## src/rtl/hex_word_serializer_pkg.sv

```systemverilog
// hex_word_serializer_pkg: shared state encoding and line-ending characters for the hex serializer
package hex_word_serializer_pkg;
  typedef enum logic [1:0] {IDLE, DIGIT, CR, LF} state_t;
  localparam logic [7:0] ASCII_CR = 8'h0D;
  localparam logic [7:0] ASCII_LF = 8'h0A;
endpackage

```

## src/rtl/dc_hex_ascii.sv

```systemverilog
// dc_hex_ascii: combinational nibble to uppercase hex ASCII decoder
module dc_hex_ascii (
  input  logic [3:0] nibble,
  output logic [7:0] ascii
);
  always_comb ascii = nibble < 4'd10 ? 8'h30 + {4'h0, nibble} : 8'h37 + {4'h0, nibble};
endmodule

```

## src/rtl/hex_word_serializer.sv

```systemverilog
// hex_word_serializer: prints a word as uppercase hex ASCII, MSB nibble first, over valid/ready
// HEX_SER_NEWLINE_EN appends CR LF after every word
module hex_word_serializer
  import hex_word_serializer_pkg::*;
#(
  parameter int NIBBLES = 8
) (
  input  logic                   CLK,
  input  logic                   RST_N,
  input  logic [4*NIBBLES-1:0]   IN_DATA,
  input  logic                   IN_VALID,
  output logic                   IN_READY,
  output logic [7:0]             OUT_CHAR,
  output logic                   OUT_VALID,
  input  logic                   OUT_READY,
  output logic                   BUSY
);
  localparam int W = 4 * NIBBLES;
  localparam int CW = $clog2(NIBBLES + 1);
  state_t state, state_n;
  logic [W-1:0] shift, shift_n;
  logic [CW-1:0] cnt, cnt_n;
  logic [7:0] ascii, char_n;
  logic hs_in, hs_out, dig_hs;
  assign hs_in = IN_VALID && IN_READY;
  assign hs_out = OUT_VALID && OUT_READY;
  assign dig_hs = state == DIGIT && hs_out;
  always_ff @(posedge CLK) state <= !RST_N ? IDLE : state_n;
  always_comb begin
    state_n = state;
    if (state == IDLE) state_n = hs_in ? DIGIT : IDLE;
`ifdef HEX_SER_NEWLINE_EN
    else if (hs_out) state_n = state == CR ? LF : state == LF ? IDLE : cnt == CW'(1) ? CR : DIGIT;
`else
    else if (hs_out) state_n = cnt == CW'(1) ? IDLE : DIGIT;
`endif
  end
  always_comb begin
    IN_READY = RST_N && state == IDLE;
    BUSY = state != IDLE;
  end
  // the character register is loaded from the next shift value so the first digit appears right after the handshake
  always_comb begin
    shift_n = hs_in ? IN_DATA : dig_hs ? shift << 4 : shift;
    cnt_n = hs_in ? CW'(NIBBLES) : dig_hs ? cnt - CW'(1) : cnt;
`ifdef HEX_SER_NEWLINE_EN
    char_n = state_n == DIGIT ? ascii : state_n == CR ? ASCII_CR : state_n == LF ? ASCII_LF : OUT_CHAR;
`else
    char_n = state_n == DIGIT ? ascii : OUT_CHAR;
`endif
  end
  dc_hex_ascii u_dec (
    .nibble(shift_n[W-1 -: 4]),
    .ascii (ascii)
  );
  always_ff @(posedge CLK) begin
    if (!RST_N) begin
      shift <= '0;
      cnt <= '0;
      OUT_VALID <= 1'b0;
      OUT_CHAR <= 8'h00;
    end else begin
      shift <= shift_n;
      cnt <= cnt_n;
      OUT_VALID <= state_n != IDLE;
      OUT_CHAR <= char_n;
    end
  end
endmodule
```

## config.mk

```make
export PLATFORM = sky130hd
export DESIGN_NAME = hex_word_serializer
export DESIGN_NICKNAME = d
export VERILOG_FILES = /design/src/rtl/hex_word_serializer_pkg.sv /design/src/rtl/dc_hex_ascii.sv /design/src/rtl/hex_word_serializer.sv
export SDC_FILE = /design/constraint.sdc
export NUM_CORES = 1
export LEC_CHECK = 0
export BUFFER_PORTS_ARGS = -buffer_cell sky130_fd_sc_hd__buf_4
export CELL_PAD_IN_SITES_DETAIL_PLACEMENT = 0
export CELL_PAD_IN_SITES_GLOBAL_PLACEMENT = 1
export CORE_MARGIN = 2
export CORE_UTILIZATION = 43
export CTS_CLUSTER_DIAMETER = 30
export DETAILED_ROUTE_END_ITERATION = 8
export MAX_ROUTING_LAYER = met4
export PLACE_DENSITY = 0.84
export SETUP_SLACK_MARGIN = 0.3
export SYNTH_ARGS = -nofsm -noshare
export SYNTH_HDL_FRONTEND = slang
export SYNTH_SLANG_ARGS = --single-unit
```

## constraint.sdc

```tcl
create_clock -name CLK -period 4.4 [get_ports CLK]
set_clock_uncertainty 0.05 [all_clocks]
set_input_delay 0.66 -clock CLK [delete_from_list [all_inputs] [get_ports CLK]]
set_output_delay 0.66 -clock CLK [all_outputs]
set_load 0.01 [all_outputs]
```

==> summary.md, run 1 <==
| Metric | Value |
|---|---|
| Die Span Y | `75.9 um` |
| CTS max path bufs | `2` |
| Syn Area/Cell | `8.51 um2` |
| Core area | `5040 um2` |
| Fin nets | `333` |
| Slew headroom | `0.403` |
| Final Slew Violations | `0` |
| Critical Path Source Type | `input pin` |
| Critical path's top delay family | `compound AO/OA/AOI/OAI gates` |
| Met3 WL | `201 um` |
| Global-route usage over all layers | `0.189` |
| Pre-Repair DR Iteration Count | `4` |
| Via Count | `1911` |
| Number of routed nets with antenna violations | `0` |
| Setup-failing EPs final | `0` |
| Global-route wire length before repair | `8070 um` |
| Top cells by instance count after synthesis | `65 x nand2_1, 46 x dfxtp_1, 28 x nand3_1` |
| Most common cell in the netlist | `nand2_1` |
| Cell variety after synth | `46` |
| Die Wd | `75.9 um` |
| Clock transition at path regs | `0.08 ns` |
| Post-Route Setup TNS | `0 ns` |
| CTS Sinks | `46` |
| Maximum VDD drop | `186 uV` |
| Worst-case hold slack | `0.418 ns` |
| Hold Path Class | `flip-flop to flip-flop` |
| Final WS setup | `1.67 ns` |
| Area leader, netlist | `dfxtp_1` |
| Met1 WL | `2410 um` |
| Slowest-stage cell, CP | `nand4bb_2` |
| Synth top area share | `0.415` |
| Layout cells sized above 1 | `0.214` |
| Synth Register Bits | `46` |
| Filler cell count | `501` |
| ANT cells | `0` |
| Least-Margin Pin Slew | `0.893 ns` |
| H-tree level count | `2` |
| # port buffers | `45` |
| Initial antenna violation count | `0` |
| Gr ovfl total | `0` |
| Final Cell Area | `2680 um2` |
| RSZ-0062 raised after global routing | `no` |
| Total power | `921 uW` |
| Clock Tree Root | `clkbuf_8` |
| Dpl cell area | `2570 um2` |
| # rows | `26` |
| Worst EP arrival | `2.91 ns` |
| Syn_nets | `300` |
| Layout Cells excl Fill | `365` |
| Die area | `5760 um2` |
| Pin count of the biggest net entering global routing | `48` |
| Cells after DPL | `357` |
| Hold_buf cts | `0` |
| WP buf/inv | `1` |
| Area growth syn-to-layout | `20.6%` |
| Slowest stage delay, CP | `0.66 ns` |
| Worst Path Required | `4.58 ns` |
| Final min period | `2.73 ns` |
| Vias in the first global route | `1756` |
| Final weighted congestion in routability-driven placement | `0.848` |
| Highest metal used | `met4` |
| Max_cap viols | `0` |
| Post-CTS resize count | `0` |
| Outcome | `finished, final reports clean` |
| Final hold violations | `0` |
| P_leak | `1.33 nW` |
| Starting Density | `0.440` |
| Crit end category | `flip-flop` |
| Max FO, Critical Path | `47` |
| DR vias/cell | `5.24` |
| Register area share after synthesis | `0.415` |
| Initial DRC count | `143` |
| Syn Inst Count | `261` |
| Crit path kind | `input pin to flip-flop` |
| DRT Wirelength | `4880 um` |
| Pre-CTS setup slack | `1.35 ns` |
| Post-CTS Setup Bufs | `0` |
| Routed len/inst | `13.4 um` |
| Cells along the critical path | `buf_4 -> nand4bb_2 -> a31o_2 -> ha_1 -> a221o_1 -> mux2i_1` |
| Yosys warns | `0` |
| Pwr/cell area | `344 nW/um2` |
| DRC Markers | `0` |
| Metal2 WL | `2210 um` |
| Achievable Freq | `0.367 GHz` |
| Primary FF master, synth | `dfxtp_1` |
| Num CTS Buffers | `5` |
| TritonCTS clock tree | `yes` |
| # IOs | `47` |
| Fin crit share | `0.620` |
| DP HPWL | `3220 um` |
| Post-synth EDFFs | `0` |
| Core Util, Final | `0.531` |
| Synth Cell Area | `2220 um2` |
| FFs w/ async S/R, synth | `0` |
| Clk_lat worst skew | `0.30 ns` |
| Largest cells by area after synthesis | `dfxtp_1 41%, o211a_1 12%, nand2_1 11%` |
power breakdown:
part           leakage [nW]  internal (mW)  switching [mW]
clock                0.0514          0.170           0.145
sequential            0.378          0.444          0.0182
combinational         0.900         0.0738          0.0703
total                  1.33          0.688           0.233
worst min-delay path, cell delays in order, from the launching register on:
cell,delay (ns)
dfxtp_1,0.32
nand2_1,0.05
mux2i_1,0.05
metal layers:
| layer | vias to the layer above | track usage |
|---|---|---|
| li1 | 983 | - |
| met1 | 884 | 0.249 |
| met2 | 38 | 0.290 |
| met3 | 6 | 0.0463 |
| met5 | - | - |
| met4 | 0 | 0.0526 |
path summary, 6_finish.rpt:
kind                     from          end  slack (ns)  depth (start not counted)
setup / recovery        RST_N  OUT_CHAR[1]        1.67                          6
hold reg to reg   OUT_CHAR[1]  OUT_CHAR[1]        0.42                          2
hold / removal    OUT_CHAR[1]  OUT_CHAR[1]        0.42                          2
setup reg to reg    OUT_VALID  OUT_CHAR[1]        1.82                          6
state kept, by name, indices dropped and copies added, names as in the netlist:
| signal | count |
|---|---|
| shift | 32 |
| OUT_CHAR | 7 |
| state | 2 |
| cnt | 4 |
| OUT_VALID | 1 |
logic make-up after synthesis:
kind of cell,share of synthesized area
XOR/XNOR,0.0118
AO/OA/AOI/OAI,0.220
adder cells (fa/ha/maj),0.0169
multiplexers,0.0254
AND/OR/NAND/NOR,0.259
other,0.00169
flip-flops,0.415
buffers and inverters,0.0507
cell type report:
type | instances | area, um2 | area share
Clock inverter | 2 | 37.5 | 0.0140
Sequential cell | 46 | 921 | 0.344
Tap cell | 70 | 87.6 | 0.0327
Clock buffer | 6 | 72.6 | 0.0271
Timing Repair Buffer | 47 | 353 | 0.132
Multi-Input combinational cell | 190 | 1190 | 0.445
Inverter | 4 | 15.0 | 0.00560
layout by cell type, fill, tap and decap left out, drive strengths merged, types with 2 or more instances in the layout:
cell    synthesis  routed
mux2            2       2
mux2i           3       3
inv             4       4
buf            14      47
o21ai           7       7
o211a          26      26
o211ai          2       2
and2            3       3
nand2b          2       2
dfxtp          46      46
xor2            2       2
ha              3       3
and3            2       2
nand3          28      28
nand4b          2       2
nor2            5       5
clkbuf          7       6
a21boi          7       7
nand2          65      65
a21oi           6       6
nor2b           3       3
a31oi           4       4
(Power assumes the default switching activity.)
==> inputs of run 2 (changes only) <==
CORE_UTILIZATION = 40   (was 43)
PLACE_DENSITY = 0.79   (was 0.84)
clock period = 2.7 ns   (was 4.4 ns; I/O delays follow)
==> summary.md, run 2 (synthesis gave the netlist of run 1 again) <==
| Metric | Value |
|---|---|
| Outcome | `finished, final reports clean (unchanged)` |
| DP HPWL | `3330 um (was 3220 um)` |
| Initial DRC count | `151 (was 143)` |
| Largest Register | `shift (unchanged)` |
| Clock Power Share | `0.290 (was 0.341)` |
| Number of routed nets with antenna violations | `0 (unchanged)` |
| Core area | `5440 um2 (was 5040 um2)` |
| Final hold violations | `0 (unchanged)` |
| Fin crit share | `0.794` |
| Hold Path Class | `input pin to flip-flop (was flip-flop to flip-flop)` |
| Clock transition at path regs | `0.08 ns (about the same)` |
| Die Span Y | `78.5 um (was 75.9 um)` |
| Clk_lat worst skew | `0.30 ns (about the same)` |
| Post-CTS resize count | `0 (unchanged)` |
| Met3 WL | `194 um (was 201 um)` |
| Area growth syn-to-layout | `20.7% (was 20.6%)` |
| Final min period | `2.14 ns` |
| Clock Tree Root | `clkbuf_8 (unchanged)` |
| Pin count of the biggest net entering global routing | `48 (unchanged)` |
| Final Slew Violations | `0 (unchanged)` |
| # IOs | `47 (unchanged)` |
| DR vias/cell | `5.19 (was 5.24)` |
| Max_cap viols | `0 (unchanged)` |
| Max FO, Critical Path | `15 (was 47)` |
| Worst Path Required | `2.88 ns (was 4.58 ns)` |
| Worst hold path startpoint | `IN_DATA[10] (was OUT_CHAR[1])` |
| Pwr/cell area | `522 nW/um2 (was 344 nW/um2)` |
| Crit path kind | `flip-flop to flip-flop (was input pin to flip-flop)` |
| Met1 WL | `2430 um (was 2410 um)` |
| Pre-Repair DR Iteration Count | `4 (unchanged)` |
| Global-route wire length before repair | `8710 um (was 8070 um)` |
| Commonest non-fill, non-tap cell in the layout | `nand2_1 (unchanged)` |
| Setup-failing EPs final | `0 (unchanged)` |
| DRT Wirelength | `4950 um (was 4880 um)` |
| Switching share of power | `0.267 (was 0.253)` |
| H-tree level count | `2 (unchanged)` |
| Final weighted congestion in routability-driven placement | `0.777 (was 0.848)` |
| Worst EP arrival | `2.32 ns (was 2.91 ns)` |
| Via Count | `1919 (was 1911)` |
| TritonCTS clock tree | `yes (unchanged)` |
| Worst R2R Start | `state[1] (was OUT_VALID)` |
| Total power | `1.40 mW (was 921 uW)` |
| Most frequent cells in the layout | `65 x nand2_1, 51 x buf_4, 46 x dfxtp_1, 28 x nand3_1, 26 x o211a_1 (was 65 x nand2_1, 47 x buf_4, 46 x dfxtp_1, 28 x nand3_1, 26 x o211a_1)` |
| Register-to-register setup slack | `0.56 ns (was 1.82 ns)` |
| Layout cells sized above 1 | `0.221 (was 0.214)` |
| Post-CTS Setup Bufs | `0 (unchanged)` |
| Critical Path Source Type | `flip-flop (was input pin)` |
| R2R cell count | `7 (was 6)` |
| Die Wd | `78.5 um (was 75.9 um)` |
| Post-Route Setup TNS | `0 ns (unchanged)` |
| Gr ovfl total | `0 (unchanged)` |
| Sw Pwr | `373 uW (was 233 uW)` |
| Combinational share of power | `0.171 (was 0.157)` |
| Initial antenna violation count | `0 (unchanged)` |
| Die area | `6160 um2 (was 5760 um2)` |
| Highest metal used | `met4 (unchanged)` |
| ANT cells | `0 (unchanged)` |
| Hold-critical path depth | `2 (unchanged)` |
| Achievable Freq | `0.466 GHz` |
| Int Power | `1.03 mW (was 688 uW)` |
| Hold_buf cts | `0 (unchanged)` |
| Sequential share of power | `0.539 (was 0.502)` |
| Largest regs | `shift x32, OUT_CHAR x7, cnt x4 (unchanged)` |
| Hold Path Sink | `shift[10] (was OUT_CHAR[1])` |
| CTS Sinks | `46 (unchanged)` |
| Crit end category | `flip-flop (unchanged)` |
| DRC Markers | `0 (unchanged)` |
| P_leak | `1.33 nW (about the same)` |
| Routed len/inst | `13.4 um (about the same)` |
| Max FFs per register | `32 (unchanged)` |
| CTS max path bufs | `2 (unchanged)` |
| Maximum VDD drop | `287 uV (was 186 uV)` |
| Starting Density | `0.408 (was 0.440)` |
| Vias in the first global route | `1823 (was 1756)` |
| Reg2reg end | `OUT_CHAR[1] (unchanged)` |
| Core Util, Final | `0.493 (was 0.531)` |
| Metal2 WL | `2270 um (was 2210 um)` |
| Global-route usage over all layers | `0.181 (was 0.189)` |
| RSZ-0062 raised after global routing | `no (unchanged)` |
| # port buffers | `45 (unchanged)` |
| # rows | `27 (was 26)` |
| Fin nets | `337 (was 333)` |
| Num CTS Buffers | `5 (unchanged)` |
-- run 2: cell count changes in the layout (fill, tap and decap cells not counted) --
| cell | previous run | this run |
|---|---|---|
| buf_4 | 47 | 51 |
| bufinv_16 | 1 | 0 |
-- run 2: worst max-delay path, cell delays in order (launching register included) --
cell and delay, ns:
dfxtp_1 0.46, nand4b_4 0.25, buf_4 0.24, nand2_1 0.08, a31o_2 0.28, ha_1 0.30, a221o_1 0.31, mux2i_1 0.12
-- run 2: worst max path at each step --
stage                    from          end  slack (ns)  depth (start not counted)
floorplan           OUT_VALID  OUT_CHAR[1]        0.73                          6
CTS                  state[1]  OUT_CHAR[1]        0.56                          7
global placement        RST_N  OUT_CHAR[1]        0.51                          6
finish               state[1]  OUT_CHAR[1]        0.56                          7
detailed placement      RST_N  OUT_CHAR[1]        0.48                          6
global route        OUT_VALID  OUT_CHAR[1]        0.41                          6
-- run 2: per-stage QoR --
stage,hold slack [ns],setup slack [ns],cell area [um2],cells
global route,0.279,0.409,2680,370
floorplan,0.405,0.728,2220,261
finish,0.292,0.556,2680,370
detailed placement,0.415,0.478,2600,363
CTS,0.283,0.560,2680,370
global placement,0.414,0.506,2600,363
-- run 2: layout make-up --
type	count	area, um2
well taps	72	90.1
clock inverters	1	7.51
inverters	4	15.0
fillers	529	2760
multi-input cells	190	1190
flip-flops and latches	46	921
repair buffers	51	383
clock buffers	6	72.6
-- run 2: power by group through the flow --
stage	sequential (mW)	combinational, mW	clock [mW]
after floorplan	0.767	0.149	0
after CTS	0.754	0.242	0.421
final	0.754	0.239	0.406
after global placement	0.771	0.240	0
after detailed placement	0.770	0.240	0
after global routing	0.761	0.271	0.450
-- run 2: routing by layer --
layer / vias up / GRT usage
met5: - / -
met4: 0 / 0.0526
met3: 4 / 0.0414
met2: 36 / 0.256
met1: 892 / 0.256
li1: 987 / -
